$ cat config.mk
export PLATFORM = sky130hd
export DESIGN_NAME = ppu_sched_flat
export DESIGN_NICKNAME = d
export VERILOG_FILES = /design/src/rtl/ppu_sched_if.sv /design/src/rtl/ppu_sched.sv /design/src/flat_wrapper.sv
export SDC_FILE = /design/constraint.sdc
export NUM_CORES = 1
export LEC_CHECK = 0
export ABC_AREA = 1
export CORE_ASPECT_RATIO = 0.6
export CORE_MARGIN = 2
export CORE_UTILIZATION = 36
export DETAILED_ROUTE_END_ITERATION = 12
export DONT_BUFFER_PORTS = 1
export PLACE_DENSITY_LB_ADDON = 0.25
export SLEW_MARGIN = 30
export SYNTH_ARGS = -nofsm -noshare
export SYNTH_HDL_FRONTEND = slang
export SYNTH_SLANG_ARGS = --single-unit
$ cat constraint.sdc
create_clock -name i_clk -period 1.4 [get_ports i_clk]
set_clock_uncertainty 0.1 [all_clocks]
set_input_delay 0.07 -clock i_clk [delete_from_list [all_inputs] [get_ports i_clk]]
set_output_delay 0.07 -clock i_clk [all_outputs]
set_load 0.05 [all_outputs]
$ cat src/rtl/ppu_sched_if.sv
// Scheduler bus: job control, tile credits, accumulator read port and PPU control.
interface ppu_sched_if #(
  parameter int ADDR_W = 4,
  parameter int DW     = 16
);
  logic              i_start;
  logic [1:0]        i_mode;
  logic              i_relu_en;
  logic              i_tile_rdy;
  logic              o_acc_re;
  logic [ADDR_W-1:0] o_acc_addr;
  logic [DW-1:0]     i_acc_data;
  logic              o_ppu_start;
  logic [DW-1:0]     o_ppu_acc_data;
  logic [1:0]        o_ppu_mode;
  logic              o_ppu_relu_en;
  logic              i_ppu_finish;
  logic              o_busy;
  logic              o_pass;
  logic              o_done;

  // Scheduler side.
  modport master (
    input  i_start, i_mode, i_relu_en, i_tile_rdy, i_acc_data, i_ppu_finish,
    output o_acc_re, o_acc_addr, o_ppu_start, o_ppu_acc_data, o_ppu_mode,
           o_ppu_relu_en, o_busy, o_pass, o_done
  );

  // Environment side (accumulator buffer, array, PPU, job source).
  modport slave (
    output i_start, i_mode, i_relu_en, i_tile_rdy, i_acc_data, i_ppu_finish,
    input  o_acc_re, o_acc_addr, o_ppu_start, o_ppu_acc_data, o_ppu_mode,
           o_ppu_relu_en, o_busy, o_pass, o_done
  );
endinterface

$ cat src/rtl/ppu_sched.sv
// Tile scheduler: streams accumulator tiles to the PPU, one start pulse then
// AD rows per tile; one pass for INT4_VSQ, max-scan + calc passes otherwise.
module ppu_sched #(
  parameter int          AD       = 4,
  parameter int          TILE     = 3,
  parameter int          ADDR_W   = 4,
  parameter int          DW       = 16,
  parameter logic [1:0]  INT4_VSQ = 2'd3
) (
  input logic        i_clk,
  input logic        i_rst_n,
  ppu_sched_if.master sif
);
  localparam int CW = $clog2(TILE + 1);
  localparam int TW = $clog2(TILE + 1);
  localparam int RW = $clog2(AD + 1);

  typedef enum logic [2:0] {IDLE, WAIT, ISSUE, GAP, DRAIN} state_t;

  state_t            state;
  logic [RW-1:0]     row_cnt;    // next row to address while in ISSUE
  logic [TW-1:0]     tile_cnt;
  logic [ADDR_W-1:0] tile_base;  // tile_cnt*AD, kept incrementally
  logic [CW-1:0]     credit;
  logic              acc_re, ppu_start, relu, busy, pass, done;
  logic [ADDR_W-1:0] acc_addr;
  logic [1:0]        mode;
  logic [DW-1:0]     pass_data;
  logic              cred_inc, cred_dec;

  // Credits arrive from the array in any busy state; a pass-0 start spends one.
  assign cred_inc = sif.i_tile_rdy && (state != IDLE);
  assign cred_dec = ppu_start && !pass;

  // Job sequencer; every control output is a register loaded on the transition.
  always_ff @(posedge i_clk or negedge i_rst_n) begin
    if (!i_rst_n) begin
      state     <= IDLE;
      row_cnt   <= '0;
      tile_cnt  <= '0;
      tile_base <= '0;
      acc_re    <= 1'b0;
      acc_addr  <= '0;
      ppu_start <= 1'b0;
      mode      <= '0;
      relu      <= 1'b0;
      busy      <= 1'b0;
      pass      <= 1'b0;
      done      <= 1'b0;
    end else begin
      ppu_start <= 1'b0;
      acc_re    <= 1'b0;
      done      <= 1'b0;
      case (state)
        IDLE: if (sif.i_start) begin
          mode      <= sif.i_mode;
          relu      <= sif.i_relu_en;
          tile_cnt  <= '0;
          tile_base <= '0;
          row_cnt   <= '0;
          pass      <= 1'b0;
          busy      <= 1'b1;
          state     <= WAIT;
        end
        // Calc pass re-reads resident tiles, so it never waits on credit.
        WAIT: if (pass || credit != '0) begin
          ppu_start <= 1'b1;
          acc_re    <= 1'b1;
          acc_addr  <= tile_base;
          row_cnt   <= RW'(1);
          state     <= ISSUE;
        end
        ISSUE: begin
          if (row_cnt == RW'(AD)) begin
            state <= GAP;
          end else begin
            acc_re   <= 1'b1;
            acc_addr <= tile_base + ADDR_W'(row_cnt);
            row_cnt  <= row_cnt + 1'b1;
          end
        end
        // One dead cycle lets the PPU fall back to its idle state.
        GAP: begin
          if (tile_cnt != TW'(TILE - 1)) begin
            tile_cnt  <= tile_cnt + 1'b1;
            tile_base <= tile_base + ADDR_W'(AD);
            state     <= WAIT;
          end else if (mode != INT4_VSQ && !pass) begin
            pass      <= 1'b1;
            tile_cnt  <= '0;
            tile_base <= '0;
            state     <= WAIT;
          end else begin
            state <= DRAIN;
          end
        end
        DRAIN: if (sif.i_ppu_finish) begin
          done  <= 1'b1;
          busy  <= 1'b0;
          state <= IDLE;
        end
        default: state <= IDLE;
      endcase
    end
  end

  // Tile credit counter, saturating at TILE; rdy and consume together cancel.
  always_ff @(posedge i_clk or negedge i_rst_n) begin
    if (!i_rst_n)
      credit <= '0;
    else if (state == IDLE && sif.i_start)
      credit <= '0;
    else if (cred_inc && !cred_dec && credit != CW'(TILE))
      credit <= credit + 1'b1;
    else if (cred_dec && !cred_inc)
      credit <= credit - 1'b1;
  end

  assign pass_data          = sif.i_acc_data;
  assign sif.o_ppu_acc_data = pass_data;
  assign sif.o_acc_re       = acc_re;
  assign sif.o_acc_addr     = acc_addr;
  assign sif.o_ppu_start    = ppu_start;
  assign sif.o_ppu_mode     = mode;
  assign sif.o_ppu_relu_en  = relu;
  assign sif.o_busy         = busy;
  assign sif.o_pass         = pass;
  assign sif.o_done         = done;
endmodule

$ cat src/flat_wrapper.sv
// flat-port wrapper written by rule: the top's interface ports become plain ports
module ppu_sched_flat 
#(
  parameter int          AD       = 4,
  parameter int          TILE     = 3,
  parameter int          ADDR_W   = 4,
  parameter int          DW       = 16,
  parameter logic [1:0]  INT4_VSQ = 2'd3
)
  (i_clk, i_rst_n, sif_i_start, sif_i_mode, sif_i_relu_en, sif_i_tile_rdy, sif_i_acc_data, sif_i_ppu_finish, sif_o_acc_re, sif_o_acc_addr, sif_o_ppu_start, sif_o_ppu_acc_data, sif_o_ppu_mode, sif_o_ppu_relu_en, sif_o_busy, sif_o_pass, sif_o_done);
  ppu_sched_if #(.ADDR_W(ADDR_W), .DW(DW)) sif_i ();
  input logic i_clk;
  input logic i_rst_n;
  input wire logic [$bits(sif_i.i_start)-1:0] sif_i_start;
  input wire logic [$bits(sif_i.i_mode)-1:0] sif_i_mode;
  input wire logic [$bits(sif_i.i_relu_en)-1:0] sif_i_relu_en;
  input wire logic [$bits(sif_i.i_tile_rdy)-1:0] sif_i_tile_rdy;
  input wire logic [$bits(sif_i.i_acc_data)-1:0] sif_i_acc_data;
  input wire logic [$bits(sif_i.i_ppu_finish)-1:0] sif_i_ppu_finish;
  output wire logic [$bits(sif_i.o_acc_re)-1:0] sif_o_acc_re;
  output wire logic [$bits(sif_i.o_acc_addr)-1:0] sif_o_acc_addr;
  output wire logic [$bits(sif_i.o_ppu_start)-1:0] sif_o_ppu_start;
  output wire logic [$bits(sif_i.o_ppu_acc_data)-1:0] sif_o_ppu_acc_data;
  output wire logic [$bits(sif_i.o_ppu_mode)-1:0] sif_o_ppu_mode;
  output wire logic [$bits(sif_i.o_ppu_relu_en)-1:0] sif_o_ppu_relu_en;
  output wire logic [$bits(sif_i.o_busy)-1:0] sif_o_busy;
  output wire logic [$bits(sif_i.o_pass)-1:0] sif_o_pass;
  output wire logic [$bits(sif_i.o_done)-1:0] sif_o_done;
  assign sif_i.i_start = sif_i_start;
  assign sif_i.i_mode = sif_i_mode;
  assign sif_i.i_relu_en = sif_i_relu_en;
  assign sif_i.i_tile_rdy = sif_i_tile_rdy;
  assign sif_i.i_acc_data = sif_i_acc_data;
  assign sif_i.i_ppu_finish = sif_i_ppu_finish;
  assign sif_o_acc_re = sif_i.o_acc_re;
  assign sif_o_acc_addr = sif_i.o_acc_addr;
  assign sif_o_ppu_start = sif_i.o_ppu_start;
  assign sif_o_ppu_acc_data = sif_i.o_ppu_acc_data;
  assign sif_o_ppu_mode = sif_i.o_ppu_mode;
  assign sif_o_ppu_relu_en = sif_i.o_ppu_relu_en;
  assign sif_o_busy = sif_i.o_busy;
  assign sif_o_pass = sif_i.o_pass;
  assign sif_o_done = sif_i.o_done;
  ppu_sched #(.AD(AD), .TILE(TILE), .ADDR_W(ADDR_W), .DW(DW), .INT4_VSQ(INT4_VSQ)) u_core (.i_clk(i_clk), .i_rst_n(i_rst_n), .sif(sif_i));
endmodule
==> out/results.ini <==
[cells_and_area]
nets = 216
regArea_sq_um = 604.3
drive_gt1_share_pct = 29.79
multi_input_area_sq_um = 659.4
syn2layout_area_growth_pct = 22.04
fillers = 356
num_antenna_cells = 0
design_area_sq_mm = 0.001677

[clocking]
insertion_delay_ns = 0.27
htreeDepth = 1
cts_tree = built
cts.root.buffer_cell = clkbuf_8
cts_buffer_depth = 2
cts_buffers = 3
path_clk_slew_ns = 0.09
cts_sinks = 24

[power_and_ir_drop]
p_int_uw = 1991
pwr-share-seq_pct = 32.2
p_leak_uw = 0.0008650
p_sw_share_pct = 50.05
p_clk_share_pct = 11.9
p_comb_share_pct = 55.8
power.density_mw_per_mm2 = 2378
vdd_ir_drop_max_mv = 1.064
p_sw_uw = 1995

[drt]
antenna_left = 0
drt-initial-drc-count = 89
vias = 1138
wirelength_mm = 3.195
wire_per_inst_um = 13.60
drcViolationCount = 0
drtPass1Iterations = 4
via_per_inst = 4.843

[critical_path]
ff2ff_path_depth = 2
path_buf_inv = 0
r2r-end = u_core.sif.o_busy
cp.arrival_ns = 1.45
r2r_setup_slack_ns = -0.01
crit_path_start_kind = register
crit_fanout = 6
cp.required_ns = 1.44
crit_family = simple AND/OR/NAND/NOR gates
worstReg2RegStart = u_core.state[0]
cp_cell_sequence = nor4_1 > o21ai_0
slowest_delay_ns = 0.54
critical_path_class = reg2reg
slowest_stage = nor4_1
critPathCaptureType = register

[synth]
synthTopCellsByCount = 55 x nand2_1, 24 x dfrtp_1, 16 x buf_4
yosysWarnings = 0
synth_edf_count = 0
syn_area_sq_mm = 0.001374
yosysMostFrequentCell = nand2_1
ys_types = 22
yosys.area.top_type = dfrtp_1
synth_top_area_share_pct = 43.72
syn_inst = 174
synthFlopType = dfrtp_1
synthTopCellsByArea = dfrtp_1 44%, nand2_1 15%, buf_4 8.7%, inv_1 3.6%, nor2_1 3.6%
synth_area_per_cell_sq_um = 7.896
async_flop_share_pct = 100.0
ys_seq_elements = 24
yosysSeqAreaShare_pct = 43.72
synth.net_count = 201

[placement]
routabilityCongestion = 0.8442
place_area_sq_mm = 0.001426
hpwlAfterDp_mm = 2.276
io_buffers = 0

[hold_path]
hold_path.class = in2reg
hold_start = sif_i_start
hold_end = u_core.state[0]
min_delay_path_depth = 4

[global_route]
grt_antenna_before_repair = 0
grt_pass1_vias = 1089
grt_start_max_net_pins = 25
overflow = 0
gr-usage-all-layers_pct = 15.26
grt_pass1_wl_mm = 5.188

[floorplan]
start_util_pct = 37.55
die_w_um = 83.75
dieHeight_um = 51.85
coreArea_sq_mm = 0.003659
ioPinCount = 52
dieArea_sq_mm = 0.004342
rows = 17

[sta]
max_slew_margin_pct = 62.54
worstMarginPinSlew_ns = 0.5567
tns_ns = -0.01463
setup_viol = 1
rsz0062_at_grt = yes
hold_violations = 0
drv_slew = 0
fmax_mhz = 706.9
timing.final.crit_share_pct = 101.0
setup_slack_ns = -0.01463
min_period_ns = 1.415

[status]
status = finished with violations
failed_checks = setup timing

[flow_run]
cap_violations = 0

[per-stage QoR]
step	hold slack, ns	total power, uW	setup slack, ns	util (%)	instances
6_report	0.02664	3987	-0.01463	45.83	235
5_1_grt	0.04007	4313	-0.05884	45.83	235
4_1_cts	0.004342	3759	-0.02427	43.02	232
3_5_place_dp	-0.3251	3223	-0.07046	38.99	220
3_3_place_gp	-0.3250	3173	-0.04102	38.99	220
2_1_floorplan	-0.3256	2795	0.02837	-	174
[per-layer routing]
metal	track usage, %	part of all wire (%)	routed length (um)	vias up
li1	-	-	-	562
met1	20.52	49	1555	533
met2	23.87	43	1372	29
met3	5.238	6.0	192	14
met4	3.763	2.3	74	0
met5	0	0	0	-
[final cells by class]
type | instances | share of cell area [%]
multi-input cells | 116 | 39.33
flip-flops and latches | 24 | 36.04
repair buffers | 26 | 13.66
inverters | 18 | 4.179
well taps | 47 | 3.507
clock buffers | 4 | 3.284
[what timing repair did]
item,4_1_cts,5_1_grt
gates resized for setup,3,22
pin swaps,0,10
endpoints found under the setup margin,6,14
setup buffers,0,3
hold buffers,8,0
endpoints found under the hold margin,31,0
[worst min-delay path, cell delays in order]
cell	delay, ns
nor2_1	0.11
nor2_2	0.06
nand3_1	0.07
nand2_1	0.05
[how the worst max path moves through the flow]
stage | from | end | slack [ns] | cells after the start
after floorplan | u_core.sif.o_ppu_mode[0] | u_core.tile_cnt[1] | 0.03 | 6
after global placement | u_core.state[0] | u_core.row_cnt[0] | -0.04 | 7
after detailed placement | u_core.state[0] | u_core.row_cnt[2] | -0.07 | 7
after CTS | u_core.state[1] | u_core.row_cnt[2] | -0.02 | 7
after global routing | u_core.state[0] | u_core.sif.o_busy | -0.06 | 2
final | u_core.state[0] | u_core.sif.o_busy | -0.01 | 2
[flip-flops by register name (all words and copies together), names as in the netlist]
register,flops
u_core.sif.o_ppu_start,1
u_core.sif.o_acc_addr,4
u_core.credit,2
u_core.state,3
u_core.row_cnt,3
u_core.tile_base,2
u_core.sif.o_done,1
u_core.sif.o_busy,1
u_core.sif.o_pass,1
u_core.sif.o_ppu_mode,2
u_core.sif.o_acc_re,1
u_core.tile_cnt,2
u_core.sif.o_ppu_relu_en,1
[cell usage in the layout (no fill, tap or decap), drive strengths merged]
cell / count
a21oi: 2
buf: 19
clkbuf: 4
dfrtp: 24
dlygate4sd3: 7
ha: 3
inv: 18
nand2: 60
nand3: 8
nand4: 5
nor2: 19
nor3: 1
nor4: 1
o21ai: 12
o31ai: 2
xnor2: 2
xor2: 1
[power by group through the flow]
stage	Sequential [uW]	Combinational, uW	Clock [uW]
after floorplan	1570	1220	0
after global routing	1320	2460	532
final	1290	2220	476
after global placement	1230	1940	0
after detailed placement	1240	1980	0
after CTS	1240	2030	495
[cells by family after synthesis]
logic type	count (synthesis)	synth area share (%)
and+or+nand+nor	94	31.78
buffers and inverters	34	13.66
DFF	24	43.72
AOI/OAI and AO/OA	16	6.193
xor gates and xnor gates	3	1.913
adders and majority gates	3	2.733
Note: power is estimated with default switching activity, not from simulation.
